### config.mk
export PLATFORM = sky130hd
export DESIGN_NAME = video_timing
export DESIGN_NICKNAME = d
export VERILOG_FILES = /design/src/rtl/video_pkg.sv /design/src/rtl/video_mod_counter.sv /design/src/rtl/video_timing.sv
export SDC_FILE = /design/constraint.sdc
export NUM_CORES = 1
export LEC_CHECK = 0
export ABC_AREA = 0
export CAP_MARGIN = 5
export CORE_AREA = 2 2 73 75
export CTS_CLUSTER_SIZE = 20
export DETAILED_ROUTE_END_ITERATION = 7
export DIE_AREA = 0 0 75 77
export GPL_ROUTABILITY_DRIVEN = 0
export HOLD_SLACK_MARGIN = 0.15
export PLACE_DENSITY = 0.82
export SLEW_MARGIN = 10
export SYNTH_ARGS = -nofsm -noshare
export SYNTH_HDL_FRONTEND = slang
export SYNTH_SLANG_ARGS = --single-unit
### constraint.sdc
create_clock -name clk -period 6.1 [get_ports clk]
set_input_delay 0.61 -clock clk [delete_from_list [all_inputs] [get_ports clk]]
set_output_delay 0.61 -clock clk [all_outputs]
set_load 0.02 [all_outputs]
### src/rtl/video_pkg.sv
`default_nettype none
// ============================================================================
// video_pkg : default 640x480@60 timing constants, pixel type, sync polarity.
// Revision  : 1.0
// ============================================================================
package video_pkg;

    localparam int CNT_W = 12;

    localparam int H_ACTIVE_DEF = 640;
    localparam int H_FP_DEF     = 16;
    localparam int H_SYNC_DEF   = 96;
    localparam int H_BP_DEF     = 48;

    localparam int V_ACTIVE_DEF = 480;
    localparam int V_FP_DEF     = 10;
    localparam int V_SYNC_DEF   = 2;
    localparam int V_BP_DEF     = 33;

    localparam bit SYNC_ACTIVE_LOW  = 1'b0;
    localparam bit SYNC_ACTIVE_HIGH = 1'b1;

    typedef logic [23:0] rgb_t;

    // Drive the asserted level inside the sync window, the idle level outside.
    function automatic logic sync_level(input logic in_window, input bit pol);
        return in_window ? pol : ~pol;
    endfunction

endpackage
`default_nettype wire

### src/rtl/video_mod_counter.sv
`default_nettype none
// ============================================================================
// video_mod_counter : modulo-N counter with enable and combinational wrap strobe.
// Revision          : 1.0
// ============================================================================
module video_mod_counter #(
    parameter int N = 800,
    parameter int W = 12
) (
    input  logic         clk,
    input  logic         resetn,
    input  logic         en,
    output logic [W-1:0] cnt,
    output logic         wrap
);

    localparam logic [W-1:0] c_LAST = W'(N - 1);

    logic [W-1:0] r_cnt;

    assign wrap = en && (r_cnt == c_LAST);
    assign cnt  = r_cnt;

    always_ff @(posedge clk) begin
        if (!resetn) begin
            r_cnt <= '0;
        end else if (en) begin
            r_cnt <= wrap ? '0 : r_cnt + W'(1);
        end
    end

endmodule
`default_nettype wire

### src/rtl/video_timing.sv
`default_nettype none
// ============================================================================
// video_timing : raster counters plus registered HDMI-style d/de/hs/vs outputs.
// Optional colour-bar generator compiled in by VIDEO_TIMING_TESTPAT_EN.
// Revision     : 1.0
// ============================================================================
module video_timing
    import video_pkg::*;
#(
    parameter int H_ACTIVE = H_ACTIVE_DEF,
    parameter int H_FP     = H_FP_DEF,
    parameter int H_SYNC   = H_SYNC_DEF,
    parameter int H_BP     = H_BP_DEF,
    parameter int V_ACTIVE = V_ACTIVE_DEF,
    parameter int V_FP     = V_FP_DEF,
    parameter int V_SYNC   = V_SYNC_DEF,
    parameter int V_BP     = V_BP_DEF,
    parameter bit SYNC_POL = SYNC_ACTIVE_LOW
) (
    input  logic        clk,
    input  logic        resetn,
    input  logic        pix_ce,
    output logic [11:0] x,
    output logic [11:0] y,
    input  logic [7:0]  r,
    input  logic [7:0]  g,
    input  logic [7:0]  b,
    input  logic        test_en,
    output logic [23:0] hdmi_d,
    output logic        hdmi_de,
    output logic        hdmi_hs,
    output logic        hdmi_vs,
    output logic        frame_start,
    output logic        line_start
);

    localparam int H_TOTAL = H_ACTIVE + H_FP + H_SYNC + H_BP;
    localparam int V_TOTAL = V_ACTIVE + V_FP + V_SYNC + V_BP;

    localparam logic [CNT_W-1:0] c_H_ACTIVE = CNT_W'(H_ACTIVE);
    localparam logic [CNT_W-1:0] c_H_SYNC_S = CNT_W'(H_ACTIVE + H_FP);
    localparam logic [CNT_W-1:0] c_H_SYNC_E = CNT_W'(H_ACTIVE + H_FP + H_SYNC);
    localparam logic [CNT_W-1:0] c_V_ACTIVE = CNT_W'(V_ACTIVE);
    localparam logic [CNT_W-1:0] c_V_SYNC_S = CNT_W'(V_ACTIVE + V_FP);
    localparam logic [CNT_W-1:0] c_V_SYNC_E = CNT_W'(V_ACTIVE + V_FP + V_SYNC);

    logic [CNT_W-1:0] w_hcnt;
    logic [CNT_W-1:0] w_vcnt;
    logic             w_hwrap;
    logic             w_vwrap;
    logic             w_active;
    logic             w_hs_win;
    logic             w_vs_win;
    rgb_t             w_colour;

    rgb_t r_d;
    logic r_de;
    logic r_hs;
    logic r_vs;
    logic r_frame_start;
    logic r_line_start;

    video_mod_counter #(
        .N (H_TOTAL),
        .W (CNT_W)
    ) u_hcnt (
        .clk    (clk),
        .resetn (resetn),
        .en     (pix_ce),
        .cnt    (w_hcnt),
        .wrap   (w_hwrap)
    );

    // Vertical counter steps only on the horizontal wrap, so vsync edges land on hcnt=0.
    video_mod_counter #(
        .N (V_TOTAL),
        .W (CNT_W)
    ) u_vcnt (
        .clk    (clk),
        .resetn (resetn),
        .en     (w_hwrap),
        .cnt    (w_vcnt),
        .wrap   (w_vwrap)
    );

    assign x = w_hcnt;
    assign y = w_vcnt;

    assign w_active = (w_hcnt < c_H_ACTIVE) && (w_vcnt < c_V_ACTIVE);
    assign w_hs_win = (w_hcnt >= c_H_SYNC_S) && (w_hcnt < c_H_SYNC_E);
    assign w_vs_win = (w_vcnt >= c_V_SYNC_S) && (w_vcnt < c_V_SYNC_E);

`ifdef VIDEO_TIMING_TESTPAT_EN
    logic [2:0] w_bar;
    assign w_bar    = w_hcnt[8:6];
    assign w_colour = test_en ? {{8{w_bar[2]}}, {8{w_bar[1]}}, {8{w_bar[0]}}} : {r, g, b};
`else
    logic w_unused_test_en;
    assign w_unused_test_en = test_en;
    assign w_colour         = {r, g, b};
`endif

    always_ff @(posedge clk) begin
        if (!resetn) begin
            r_d           <= '0;
            r_de          <= 1'b0;
            r_hs          <= ~SYNC_POL;
            r_vs          <= ~SYNC_POL;
            r_frame_start <= 1'b0;
            r_line_start  <= 1'b0;
        end else begin
            // Strobes are single-clk pulses even when pix_ce is slower than clk.
            r_line_start  <= w_hwrap;
            r_frame_start <= w_hwrap && w_vwrap;
            if (pix_ce) begin
                r_de <= w_active;
                r_d  <= w_active ? w_colour : '0;
                r_hs <= sync_level(w_hs_win, SYNC_POL);
                r_vs <= sync_level(w_vs_win, SYNC_POL);
            end
        end
    end

    assign hdmi_d      = r_d;
    assign hdmi_de     = r_de;
    assign hdmi_hs     = r_hs;
    assign hdmi_vs     = r_vs;
    assign frame_start = r_frame_start;
    assign line_start  = r_line_start;

endmodule
`default_nettype wire

==> flow_summary.json <==
{
  "outcome": "finished clean",
  "wl_um": 5150,
  "powerDensity_mw_per_mm2": 218,
  "start_util_pct": 43.7,
  "nFillCells": 402,
  "reg2reg_slack_ns": 3.65,
  "synth_most_common_cell": "dfxtp_1",
  "maxSlewViolCount": 0,
  "htreeDepth": 2,
  "cts_resized": 0,
  "drtIter0Drc": 119,
  "ys_seq_elements": 53,
  "cp-start-kind": "primary input",
  "fin_util_pct": 63.0,
  "synth_area_leaders": "dfxtp_1 49%, a22o_1 9.7%, nor2_1 2.8%, nand2_1 2.4%, o31ai_1 2.4%",
  "antenna_cells": 0,
  "relSlewSlack_pct": 51.6,
  "dr.pass1.iters": 6,
  "die-area_sq_mm": 0.00578,
  "tightest_slew_ns": 0.724,
  "synth_nets": 257,
  "clock_path_buffers": 2,
  "avgViaCountPerCell": 5.47,
  "hold_class": "flip-flop to flip-flop",
  "cts_tree": "yes",
  "worstPathMaxFanout": 18,
  "setup_viol": 0,
  "min_period_ns": 2.89,
  "hold_viol": 0,
  "cts_setup_buffers": 0,
  "ys.flop_type": "dfxtp_1",
  "drive_above_1_share_pct": 3.97,
  "die_w_um": 75,
  "antenna_found_initial": 0,
  "crit_type": "primary input to flip-flop",
  "peakVddDrop_mv": 0.139,
  "final.setup.tns_ns": 0,
  "leakagePower_nw": 1.11,
  "nets": 333,
  "yosysTopAreaCellShare_pct": 48.8,
  "hpwl_um": 3660,
  "die_height_um": 77,
  "synth_common_cells": "53 x dfxtp_1, 24 x a22o_1, 16 x nor2_1",
  "num_rows": 26,
  "crit_start": "pix_ce",
  "cts_made_buffers": 5,
  "ant_nets": 0,
  "grt_max_degree": 27,
  "area_growth_pct": 44.2,
  "yosysWarningCount": 0,
  "reg2reg_from": "u_hcnt.cnt[0]$_SDFFE_PN0P_",
  "cts-hold-fix-buffers": 0,
  "io_pins": 81,
  "track_usage_pct": 18.4,
  "min_from": "hdmi_de$_SDFFE_PN0P_",
  "ys_async_sr_fraction_pct": 0,
  "dp_cells": 364,
  "root_buffer": "clkbuf_8",
  "synthCells": 225,
  "grt_remaining_overflow": 0,
  "portBuffers": 79,
  "stdcell_count": 372,
  "fin_skew_ns": 0.00798,
  "maxCapViolCount": 0,
  "cts.clk_slew.worst_paths_ns": 0.10,
  "core_area_sq_mm": 0.00498,
  "clk-insertion-delay-late_ns": 0.30,
  "num_vias": 2036,
  "wl_per_cell_um": 13.8,
  "syn_area_per_cell_sq_um": 9.67,
  "grt_pass1_vias": 1869,
  "grt_pass1_wl_um": 8570,
  "synth_cell_types": 38,
  "fmax_mhz": 346,
  "synth-seq-area-share_pct": 48.8,
  "clock_sinks": 53,
  "worst_hold_slack_ns": 0.478,
  "yosys.area.top_type": "dfxtp_1",
  "cp_data_required_time_ns": 6.34,
  "crit_arrival_ns": 3.12,
  "netlist_area_sq_mm": 0.00218,
  "synth_edf_count": 0,
  "drc": 0,
  "min_period_over_period_pct": 47.3,
  "worstSetupEndpointType": "flip-flop",
  "rsz0062_at_grt": "false"
}
## cell families after synthesis
kind of cell,Yosys count,share of synthesized area [%]
AND/OR/NAND/NOR,83,22.0
AO/OA/AOI/OAI,58,19.8
flip-flops,53,48.8
buffers and inverters,18,3.51
XOR/XNOR,9,3.62
adder cells (fa/ha/maj),4,2.30
## per-layer routing
| layer | global-route usage [%] | part of all wire, % |
|---|---|---|
| met3 | 9.59 | 12 |
| met5 | 0 | 0 |
| met4 | 6.25 | 0.58 |
| met1 | 22.1 | 44 |
| met2 | 28.0 | 44 |
## state kept, by name (all words and copies together) (netlist names)
register,count
frame_start,1
hdmi_d,24
hdmi_de,1
hdmi_hs,1
hdmi_vs,1
line_start,1
u_hcnt.cnt,12
u_vcnt.cnt,12
## layout by cell type, fill, tap and decap left out, drive strengths merged
| cell | n |
|---|---|
| clkdlybuf4s50 | 79 |
| dfxtp | 53 |
| a22o | 24 |
| nor2 | 16 |
| nand2 | 14 |
| nand3 | 10 |
| a21oi | 9 |
| nand4 | 8 |
| o21ai | 7 |
| o31ai | 7 |
| clkbuf | 7 |
| and4 | 6 |
| inv | 5 |
| xor2 | 5 |
| nor4b | 4 |
| and2 | 4 |
| o211ai | 4 |
| xnor2 | 4 |
| ha | 4 |
| nor3 | 4 |
| nand3b | 3 |
| or4 | 3 |
| and3 | 2 |
| a41oi | 2 |
| or4b | 2 |
| nand2b | 2 |
| a32oi | 2 |
| buf | 2 |
| clkinv | 1 |
| nand4b | 1 |
| nor3b | 1 |
| nor4bb | 1 |
| or2 | 1 |
| a31oi | 1 |
| a21o | 1 |
| o32a | 1 |
| or3 | 1 |
| bufinv | 1 |
## per-stage QoR
stage / instance area, sq um / setup slack, ns / total power [W]
6_report: 3140 / 3.21 / 0.000685
5_1_grt: 3140 / 3.02 / 0.000710
4_1_cts: 3140 / 3.18 / 0.000693
3_5_place_dp: 3020 / 2.87 / 0.000447
3_3_place_gp: 3020 / 2.95 / 0.000446
2_1_floorplan: 2180 / 3.92 / 0.000402
## worst max-delay path: stages
cell and delay, ns:
clkdlybuf4s50_1 0.70, and4_1 0.33, nand4_1 0.60, or4_1 0.72
a21oi_1 0.17
## worst paths after layout
path / end / cells after the start
worst min-delay path: hdmi_de$_SDFFE_PN0P_ / 1
worst max-delay path: u_vcnt.cnt[11]$_SDFFE_PN0P_ / 5
worst max register to register: u_vcnt.cnt[11]$_SDFFE_PN0P_ / 5
worst min register to register: hdmi_de$_SDFFE_PN0P_ / 1
## cell type report
type | instances | area [sq um] | share of cell area [%]
Tap cell | 70 | 87.6 | 2.79
Multi-Input combinational cell | 154 | 1040 | 33.3
Sequential cell | 53 | 1060 | 33.8
Timing Repair Buffer | 81 | 806 | 25.7
Inverter | 6 | 22.5 | 0.718
Clock buffer | 7 | 86.3 | 2.75
Clock inverter | 1 | 30.0 | 0.957
## power breakdown
group          switching, W  total [W]  internal [W]
clock network      0.000113   0.000247      0.000134
logic             0.0000336  0.0000752     0.0000415
registers        0.00000667   0.000363      0.000357
total              0.000153   0.000685      0.000532
No activity file was read; power rests on OpenSTA's default activity.
